--- src/rtl/fifo_lane_rdchk.sv ---
// Read-side checker for one lane FIFO: pops words, tracks the incrementing
// counter pattern and accumulates ECC / mismatch statistics for lane status.
module fifo_lane_rdchk #(
  parameter int N        = 32,
  parameter int CW       = 16,
  parameter int WARN_THR = 8,
  parameter int RELOCK   = 4
) (
  input  logic          clk_i,
  input  logic          rst_n_i,
  input  logic          en_i,
  input  logic          clr_i,
  input  logic          fifo_empty_i,
  output logic          fifo_rd_o,
  input  logic [N-1:0]  fifo_data_i,
  input  logic          fifo_sbiterr_i,
  input  logic          fifo_dbiterr_i,
  output logic          lock_o,
  output logic [CW-1:0] sbit_cnt_o,
  output logic [CW-1:0] dbit_cnt_o,
  output logic [CW-1:0] mism_cnt_o,
  output logic          err_o,
  output logic          pg_warn_o
);

  localparam int RW = $clog2(RELOCK + 1);
  localparam logic [CW-1:0] CMAX = {CW{1'b1}};
  localparam logic [CW-1:0] WTHR = CW'(WARN_THR);
  localparam logic [RW-1:0] RLK  = RW'(RELOCK);

  typedef enum logic [1:0] {IDLE, SYNC, CHECK} state_e;

  state_e        state_q, state_d;
  logic          vld_q;
  logic [N-1:0]  exp_q, exp_d;
  logic [RW-1:0] run_q, run_d;
  logic          lock_q, lock_d;
  logic [CW-1:0] sbit_q, sbit_d, dbit_q, dbit_d, mism_q, mism_d;
  logic          err_q, err_d;
  logic          warn_q;
  logic          take, inc_sb, inc_db, inc_mm;

  function automatic logic [CW-1:0] sat_inc(input logic [CW-1:0] c);
    return (c == CMAX) ? c : c + CW'(1);
  endfunction

  assign fifo_rd_o = en_i & ~fifo_empty_i & (state_q != IDLE);
  // A word that lands while the checker is being disabled is dropped unseen.
  assign take      = vld_q & en_i;

  always_comb begin
    state_d = state_q;
    exp_d   = exp_q;
    run_d   = run_q;
    lock_d  = lock_q;
    inc_sb  = 1'b0;
    inc_db  = 1'b0;
    inc_mm  = 1'b0;
    case (state_q)
      IDLE: if (en_i) state_d = SYNC;
      SYNC: begin
        if (take) begin
          if (fifo_dbiterr_i) inc_db = 1'b1;
          else begin
            exp_d   = fifo_data_i + N'(1);
            lock_d  = 1'b1;
            state_d = CHECK;
          end
        end
      end
      CHECK: begin
        if (take) begin
          if (fifo_dbiterr_i) begin
            inc_db = 1'b1;
            exp_d  = exp_q + N'(1);
          end else if (fifo_data_i == exp_q) begin
            exp_d = exp_q + N'(1);
            run_d = '0;
          end else begin
            inc_mm = 1'b1;
            exp_d  = fifo_data_i + N'(1);
            run_d  = run_q + RW'(1);
          end
          if (run_d == RLK) begin
            lock_d  = 1'b0;
            run_d   = '0;
            state_d = SYNC;
          end
        end
      end
      default: state_d = IDLE;
    endcase
    if (take && fifo_sbiterr_i) inc_sb = 1'b1;
    if (!en_i) begin
      state_d = IDLE;
      lock_d  = 1'b0;
    end

    sbit_d = inc_sb ? sat_inc(sbit_q) : sbit_q;
    dbit_d = inc_db ? sat_inc(dbit_q) : dbit_q;
    mism_d = inc_mm ? sat_inc(mism_q) : mism_q;
    err_d  = err_q | inc_db | inc_mm;
    // Clear beats any same-cycle event.
    if (clr_i) begin
      sbit_d = '0;
      dbit_d = '0;
      mism_d = '0;
      err_d  = 1'b0;
    end
  end

  always_ff @(posedge clk_i or negedge rst_n_i) begin
    if (!rst_n_i) begin
      state_q <= IDLE;
      vld_q   <= 1'b0;
      exp_q   <= '0;
      run_q   <= '0;
      lock_q  <= 1'b0;
      sbit_q  <= '0;
      dbit_q  <= '0;
      mism_q  <= '0;
      err_q   <= 1'b0;
      warn_q  <= 1'b0;
    end else begin
      state_q <= state_d;
      vld_q   <= fifo_rd_o;
      exp_q   <= exp_d;
      run_q   <= run_d;
      lock_q  <= lock_d;
      sbit_q  <= sbit_d;
      dbit_q  <= dbit_d;
      mism_q  <= mism_d;
      err_q   <= err_d;
      warn_q  <= (sbit_d >= WTHR);
    end
  end

  assign lock_o     = lock_q;
  assign sbit_cnt_o = sbit_q;
  assign dbit_cnt_o = dbit_q;
  assign mism_cnt_o = mism_q;
  assign err_o      = err_q;
  assign pg_warn_o  = warn_q;

endmodule

--- config.mk ---
export PLATFORM = sky130hd
export DESIGN_NAME = fifo_lane_rdchk
export DESIGN_NICKNAME = d
export VERILOG_FILES = /design/src/rtl/fifo_lane_rdchk.sv
export SDC_FILE = /design/constraint.sdc
export NUM_CORES = 1
export LEC_CHECK = 0
export BUFFER_PORTS_ARGS = -buffer_cell sky130_fd_sc_hd__buf_2
export CAP_MARGIN = 30
export CORE_ASPECT_RATIO = 0.9
export CORE_MARGIN = 2
export CORE_UTILIZATION = 39
export DETAILED_ROUTE_END_ITERATION = 10
export GPL_ROUTABILITY_DRIVEN = 1
export GPL_TIMING_DRIVEN = 0
export SLEW_MARGIN = 10
export SYNTH_ARGS = -nofsm -noshare
export SYNTH_HDL_FRONTEND = slang
export SYNTH_SLANG_ARGS = --single-unit
export TNS_END_PERCENT = 100
--- constraint.sdc ---
create_clock -name clk_i -period 4 [get_ports clk_i]
set_input_delay 0.6 -clock clk_i [delete_from_list [all_inputs] [get_ports clk_i]]
set_output_delay 0.6 -clock clk_i [all_outputs]
set_load 0.01 [all_outputs]
---- Word level (Yosys, flattened, before mapping) ----
Cells that the tools add are included.
Widths: inputs -> output; s select.
operators by class
  multiplexer cells ....................... 41
  $add $sub $neg .......................... 6
  bitwise gates (word level) .............. 6
  reduce and logical (&&, ||, !) cells .... 13
  $lt $le $gt $ge ......................... 1
  eq/ne operators ......................... 17
operators with widths
  operator               number
  $mux 32                5
  $mux 16                9
  $add 32x1->32 const B  2
  $pmux 32 s2            1
  $add 16x1->16 const B  3
  $eq 16x16->1 const B   3
  $eq 32x32->1           1
  $ge 16x4->1 const B    1
  $mux 3                 5
  $mux 1                 14
  $ne 3x3->1 const B     4
  $mux 2                 5
  $ne 2x2->1 const B     5
  $reduce_and 4->1       2
  $reduce_bool 2->1      4
  $pmux 2 s3             1
  $reduce_and 2->1       3
  $reduce_and 5->1       1
  $add 3x1->3 const B    1
  $and 1x1->1            3
  $eq 3x3->1 const B     1
  $ne 3x1->1 const B     1
  $eq 2x1->1 const B     1
  $eq 2x2->1 const B     1
  6 further kinds        7
word-level totals
  bits of input ports ..................... 39
  word-level logic and storage cells ...... 94
  flip-flop bits (word level) ............. 89

---- Depth between registers and ports, before layout ----
Gate-level depths: netlist (run 1).
  word-level depth ........................ 10
  mapped depth ............................ 11
  depth with buffers taken out ............ 8

---- Worst setup path after synthesis (run 1) ----
No wires, ideal clock.
  path kind ............................... input port to flip-flop
  start ................................... input fifo_data_i[5]
  end ..................................... register exp_q[29]
  required time ........................... 3.854 ns
  buffers on the path ..................... 3
  arrival time ............................ 2.126 ns
  library setup time ...................... 0.146 ns
  stages on the path ...................... 9
  path slack .............................. 1.728 ns
  cells stage by stage .................... clkbuf_1 -> xor2_1 -> nor4_1 -> and4_1 -> a21oi_1 -> buf_4 -> buf_4 -> o32ai_1 -> a311oi_1
between the ends
  word-level cells in the longest chain between the ends .. 5
ends and longest elaborated chain
  item                                                  line        source
  start: declaration                                    15          input logic [N-1:0] fifo_data_i,
  $add 32x1->32 / $eq 32x32->1 (equally long branches)  65, 81, 76
  $mux 32                                               76          end else if (fifo_data_i == exp_q) begin
  $mux 32                                               73          if (fifo_dbiterr_i) begin
  $mux 32                                               72          if (take) begin
  $pmux 32 s2 *                                         59          case (state_q)
  end signal: assignment                                127         exp_q <= exp_d;
  end: declaration                                      35          logic [N-1:0] exp_q, exp_d;
Every way passes the cells marked *; elsewhere a longest branch is shown, timed or not. The select of a mux whose other input is x is not followed.
A chain may end at the register's enable or synchronous reset.

---- Worst setup path in the final report (run 1) ----
  start ................................... register state_q[0]
  end ..................................... register exp_q[4]
between the ends
  word-level cells in the longest chain between the ends .. 3
ends and longest elaborated chain
  item                                                              line  source
  start: declaration                                                33    state_e state_q, state_d;
  start signal: assignment                                          125   state_q <= state_d;
  $eq 2x1->1 / $eq 2x2->1 (equally long branches)                   59
  $ne 2x2->1 (no line) / $reduce_bool 2->1 (equally long branches)  -
  $reduce_and 4->1 (no line)                                        -
Parallel ways exist; a longest one is shown, timed or not.

==> impl_metrics.yaml, run 1 <==
critical_path:
  rr_worst_depth: 10
  crit_type: "register to register"
  timing.critical_path.to_type: "register"
  cp_data_required_time_ns: 4.24
  crit_fanout: 10
  critPathLaunchType: "register"
  cp_data_arrival_time_ns: 3.19
  r2r_end: "exp_q[4]$_DFFE_PN0P_"
  reg_to_reg_start: "state_q[0]$_DFFE_PN0P_"
  rrSetupSlack_ns: 1.05
min_path:
  timing.hold.worst.class: "input pin to asynchronous set/reset pin"
clocking:
  cts_resized: 0
  tritoncts_sinks: 89
  ctsHoldBuffers: 0
  clk_latency_ns: 0.35
  cts_tree: "done"
  worst_setup_hold_path_clk_slew_ns: 0.07
  post-cts-setup-buffer-count: 0
  ctsLongestPathBuffers: 2
  cts_max_level: 3
  buffer_cell_driving_the_clock_tree_root: "sky130_fd_sc_hd__clkbuf_16"
  cts_made_buffers: 9
global_route:
  antenna_found_initial: 0
  wire_length_of_the_first_global_routing_pass_um: 34000
  largest_net_degree_at_the_start_of_global_routing: 46
  grt_remaining_overflow: 0
  grtUsageTotal_pct: 24.0
  first_global_vias: 6201
placement:
  postPlaceCellArea_mm2: 0.00726
  pre_cts_slack_ns: 1.18
  gpl.final_weighted_congestion: 0.970
  place.port_buffers: 86
  detailed_placement_wirelength_estimate_um: 15200
routing:
  drt_first_iter_violations: 713
  drt.antenna.violating_nets: 0
  via_per_inst: 6.04
  post-route-drc-count: 0
  drt_pre_antenna_iters: 5
  drt_wl_total_um: 21000
  route.detailed.wl_per_inst_um: 19.5
  vias: 6505
floorplan:
  floorplan.io_pins: 91
  initial_core_util_pct: 40.1
  die_area_mm2: 0.0178
  rows: 44
  placeableCoreArea_mm2: 0.0163
  die_height_um: 127
  die_x_um: 141
layout:
  summed_area_of_non_filler_cells_in_the_final_layout_mm2: 0.00763
  final_util_pct: 46.8
  antenna_cells: 0
  drive_above_1_share_pct: 17.0
  nNetsFinal: 914
  area_grow_syn2layout_pct: 16.7
synth:
  ys_seq_elements: 89
  mappedNetlistNets: 816
  synth-edff-count: 0
  synth_cell_types: 65
  postSynthAreaPerCell_um2: 8.53
  yosysMostFrequentCell: "sky130_fd_sc_hd__dfrtp_1"
  synth_largest_area_cell: "sky130_fd_sc_hd__dfrtp_1"
  mappedNetlistArea_mm2: 0.00654
  synth_warnings: 0
  yosys_most_used_dff: "sky130_fd_sc_hd__dfrtp_1"
  yosys.area.top_type_share_pct: 34.0
  yosysSeqAreaShare_pct: 34.0
  asyncSetResetFlopFracSynth_pct: 100
  synth_top_cells_by_count: "sky130_fd_sc_hd__dfrtp_1, sky130_fd_sc_hd__nor2_1, sky130_fd_sc_hd__xor2_1"
  gate_count_of_the_mapped_netlist: 767
  synth.area.top_cells: "sky130_fd_sc_hd__dfrtp_1, sky130_fd_sc_hd__xor2_1, sky130_fd_sc_hd__nand4_1, sky130_fd_sc_hd__nor2_1, sky130_fd_sc_hd__nand3_1"
timing:
  fmaxAchievable_ghz: 0.339
  clock-skew-final_ns: 0.00779
  post-route-min-period_ns: 2.95
  unrepaired_setup_endpoints_after_global_routing: "no"
  fin_tns_setup_ns: 0
  period_share_pct: 73.7
  hold_viol_final: 0
  finalMaxSlewViolations: 0
  worst_slew_pin_slew_ns: 0.749
  slew-limit-headroom_pct: 50.1
  final_worst_setup_slack_ns: 1.05
  setup_viol: 0
job:
  cap_violations: 0
power:
  p_leak_uw: 0.00315
  power_density_mw_per_mm2: 429
  vdd.ir_drop.worst_mv: 0.230
  design_power_total_uw: 3270
status:
  status: "finished clean"
-- area by class of cell --
class / count / area, um^2
tap: 207 / 259
clock buffer: 9 / 225
buffer: 59 / 283
inverter: 19 / 71.3
multi-input combinational: 600 / 3960
fill: 1635 / 8660
clock inverter: 7 / 146
timing repair buffer: 87 / 460
sequential: 89 / 2230
-- routing by layer --
layer  part of all wire (%)  global-route usage [%]  vias to the layer above  routed length (um)
li1                       -                       -                     3091                   -
met1                     47                    35.0                     3082                9850
met2                     43                    35.7                      295                9060
met3                    8.0                    4.64                       37                1680
met4                    1.9                    7.88                        0                 406
met5                      0                       0                        -                   0
-- state kept, by name (all words and copies together) (netlist names) --
register	flops
dbit_cnt_o	16
err_o	1
exp_q	32
lock_o	1
mism_cnt_o	16
pg_warn_o	1
run_q	3
sbit_cnt_o	16
state_q	2
vld_q	1
-- where the power goes --
part           leakage (uW)  switching, uW  total [uW]  internal (uW)
sequential          0.00120            175        1220           1050
combinational       0.00178            596         963            367
clock              0.000181            404        1090            682
-- placed cells by master (no fill, tap or decap), types with 15 or more instances in the layout --
master	instances
sky130_fd_sc_hd__nor4_1	19
sky130_fd_sc_hd__buf_2	103
sky130_fd_sc_hd__xor2_1	54
sky130_fd_sc_hd__clkbuf_1	30
sky130_fd_sc_hd__and3_1	15
sky130_fd_sc_hd__dfrtp_1	89
sky130_fd_sc_hd__nand4_1	53
sky130_fd_sc_hd__nand3_1	50
sky130_fd_sc_hd__nor3_1	25
sky130_fd_sc_hd__nor2b_1	15
sky130_fd_sc_hd__nand2_1	49
sky130_fd_sc_hd__nor2_1	75
sky130_fd_sc_hd__and4_1	16
sky130_fd_sc_hd__a21oi_1	26
sky130_fd_sc_hd__xnor2_1	24
sky130_fd_sc_hd__inv_1	19
-- kinds of logic (layout without fill, tap and decap cells) --
| group | Yosys count | count (layout) | synth area share, % |
|---|---|---|---|
| simple gates | 345 | 345 | 28.0 |
| compound gates | 149 | 149 | 16.8 |
| xor+xnor | 78 | 78 | 10.4 |
| flops | 89 | 89 | 34.0 |
| mux | 18 | 18 | 3.40 |
| fa+ha+maj | 10 | 10 | 1.91 |
| buf+inv | 78 | 181 | 5.41 |
-- through the flow --
| step | cells | hold slack, ns |
|---|---|---|
| finish | 1077 | 0.297 |
| floorplan | 767 | 0.304 |
| global route | 1077 | 0.354 |
| detailed placement | 1061 | 0.535 |
| global placement | 1060 | 0.531 |
| CTS | 1077 | 0.323 |
-- how the worst max path moves through the flow --
stage | depth (start not counted) | from | slack, ns | endpoint
4_1_cts | 10 | state_q[0]$_DFFE_PN0P_ | 1.16 | exp_q[4]$_DFFE_PN0P_
6_report | 10 | state_q[0]$_DFFE_PN0P_ | 1.05 | exp_q[4]$_DFFE_PN0P_
2_1_floorplan | 9 | fifo_data_i[5] | 1.73 | exp_q[29]$_DFFE_PN0P_
3_5_place_dp | 8 | fifo_data_i[25] | 1.18 | exp_q[13]$_DFFE_PN0P_
3_3_place_gp | 8 | fifo_data_i[15] | 1.14 | exp_q[13]$_DFFE_PN0P_
5_1_grt | 11 | state_q[0]$_DFFE_PN0P_ | 0.95 | exp_q[16]$_DFFE_PN0P_
-- critical path, stage by stage, from the launching register on --
cell and delay [ns]:
sky130_fd_sc_hd__dfrtp_1 0.43, sky130_fd_sc_hd__inv_1 0.11, sky130_fd_sc_hd__ha_1 0.14, sky130_fd_sc_hd__buf_2 0.21
sky130_fd_sc_hd__inv_1 0.10, sky130_fd_sc_hd__mux2i_1 0.17, sky130_fd_sc_hd__and3_1 0.17, sky130_fd_sc_hd__clkbuf_1 0.42
sky130_fd_sc_hd__clkbuf_1 0.59, sky130_fd_sc_hd__o21ai_0 0.25, sky130_fd_sc_hd__o211a_1 0.26
No activity file was read; power rests on OpenSTA's default activity.
==> run 2: changes to the inputs <==
- clock period: 4 -> 2.66 ns (I/O delays scaled with it)
==> impl_metrics.yaml, run 2 (synthesis gave the netlist of run 1 again) <==
placement:
  pre_cts_slack_ns: -0.148
  detailed_placement_wirelength_estimate_um: 15200
  postPlaceCellArea_mm2: 0.00726
  place.port_buffers: 86
  gpl.final_weighted_congestion: 0.970
routing:
  drt_first_iter_violations: 723
  drt_pre_antenna_iters: 5
  post-route-drc-count: 0
  drt.antenna.violating_nets: 0
  route.detailed.wl_per_inst_um: 19.6
  vias: 6555
  via_per_inst: 6.10
  drt_wl_total_um: 21000
power:
  vdd.ir_drop.worst_mv: 0.346
  power.share.combinational_pct: 29.6
  swShare_pct: 36.0
  cell_internal_pwr_uw: 3160
  p_leak_uw: 0.00317
  power.sequential.fraction_pct: 37.4
  power.clock.fraction_pct: 33.0
  power.switching_uw: 1780
  power_density_mw_per_mm2: 644
global_route:
  largest_net_degree_at_the_start_of_global_routing: 46
  wire_length_of_the_first_global_routing_pass_um: 34000
  grtUsageTotal_pct: 24.0
  first_global_vias: 6203
  antenna_found_initial: 0
  grt_remaining_overflow: 0
clocking:
  cts_max_level: 3
  post-cts-setup-buffer-count: 0
  worst_setup_hold_path_clk_slew_ns: 0.07
  cts_tree: "done"
  ctsHoldBuffers: 0
  buffer_cell_driving_the_clock_tree_root: "sky130_fd_sc_hd__clkbuf_16"
  cts_made_buffers: 9
  clk_latency_ns: 0.35
  ctsLongestPathBuffers: 2
  tritoncts_sinks: 89
critical_path:
  cp_data_required_time_ns: 2.90
  crit_fanout: 10
  critPathLaunchType: "register"
  cp_data_arrival_time_ns: 2.79
  crit_type: "register to register"
  timing.critical_path.to_type: "register"
  rrSetupSlack_ns: 0.11
layout:
  antenna_cells: 0
  summed_area_of_non_filler_cells_in_the_final_layout_mm2: 0.00766
  largest_reg_flops: 32
  layout.cells.most_common: "sky130_fd_sc_hd__buf_2"
  layout_common_cells: "sky130_fd_sc_hd__buf_2, sky130_fd_sc_hd__dfrtp_1, sky130_fd_sc_hd__nor2_1, sky130_fd_sc_hd__xor2_1, sky130_fd_sc_hd__nand4_1"
  nNetsFinal: 912
  area_grow_syn2layout_pct: 17.2
  max_flop_register: "exp_q"
  drive_above_1_share_pct: 18.8
floorplan:
  die_area_mm2: 0.0178
  rows: 44
  die_height_um: 127
  initial_core_util_pct: 40.1
  placeableCoreArea_mm2: 0.0163
  floorplan.io_pins: 91
  die_x_um: 141
timing:
  final_worst_setup_slack_ns: 0.107
  fmaxAchievable_ghz: 0.392
  post-route-min-period_ns: 2.55
  worst_slew_pin_slew_ns: 0.685
  fin_tns_setup_ns: 0
  setup_viol: 0
  unrepaired_setup_endpoints_after_global_routing: "no"
  hold_viol_final: 0
  slew-limit-headroom_pct: 53.2
  finalMaxSlewViolations: 0
  period_share_pct: 96.0
  clock-skew-final_ns: 0.00692
job:
  cap_violations: 0
min_path:
  timing.hold.worst.class: "input pin to asynchronous set/reset pin"
status:
  status: "finished clean"
[run 2: cell types whose count changed in the layout (fill, tap and decap cells not counted), sizes merged]
cell and delta:
buf +1, clkbuf -3
[run 2: critical path, cell delays in order, from the launching register on]
cell and delay (ns):
sky130_fd_sc_hd__dfrtp_1 0.36, sky130_fd_sc_hd__buf_2 0.16, sky130_fd_sc_hd__xor2_1 0.19, sky130_fd_sc_hd__nor4_1 0.45, sky130_fd_sc_hd__nand4_1 0.25, sky130_fd_sc_hd__o21ai_2 0.43, sky130_fd_sc_hd__buf_6 0.21, sky130_fd_sc_hd__nor3_1 0.08
sky130_fd_sc_hd__mux2_4 0.30
[run 2: per-stage QoR]
step | util (%) | hold slack, ns | power [uW] | std cells
5_1_grt | 47.0 | 0.153 | 5210 | 1075
6_report | 47.0 | 0.0978 | 4940 | 1075
2_1_floorplan | - | 0.103 | 2790 | 767
3_3_place_gp | 44.4 | 0.531 | 3270 | 1060
4_1_cts | 46.9 | 0.122 | 4910 | 1077
3_5_place_dp | 44.6 | 0.497 | 3270 | 1061
[run 2: layer usage]
metal | GRT usage, % | vias up | wire length [um] | part of all wire, %
met3 | 4.64 | 45 | 1700 | 8.1
met1 | 34.9 | 3092 | 9760 | 46
met2 | 35.7 | 334 | 9090 | 43
met5 | 0 | - | 0 | 0
met4 | 8.06 | 0 | 481 | 2.3
li1 | - | 3084 | - | -
[run 2: final cells by class]
class	instances	area, um^2
inverters	19	71.3
repair buffers	87	460
multi-input cells	600	3990
fillers	1636	8630
clock buffers	9	225
clock inverters	7	146
well taps	207	259
plain buffers	57	285
flip-flops and latches	89	2230
[run 2: power groups by stage]
stage	sequential, uW	combinational, uW	clock, uW
3_5_place_dp	1850	1420	0
5_1_grt	1870	1620	1710
6_report	1840	1460	1630
4_1_cts	1830	1420	1660
2_1_floorplan	1800	997	0
3_3_place_gp	1850	1410	0
[run 2: path summary, 6_finish.rpt]
check	start	to	cells after the start
max reg2reg	exp_q[14]$_DFFE_PN0P_	mism_cnt_o[9]$_DFFE_PN0P_	8
max in group asynchronous	rst_n_i	dbit_cnt_o[2]$_DFFE_PN0P_	2
min in group clk_i	fifo_empty_i	vld_q$_DFF_PN0_	2
min reg2reg	run_q[0]$_DFFE_PN0P_	run_q[0]$_DFFE_PN0P_	1
max	exp_q[14]$_DFFE_PN0P_	mism_cnt_o[9]$_DFFE_PN0P_	8
min	rst_n_i	exp_q[12]$_DFFE_PN0P_	1
[run 2: timing repair]
action,CTS,global route
endpoints found under the setup margin,15,39
pin swaps,0,0
gates resized for setup,3,18
endpoints found under the hold margin,0,0
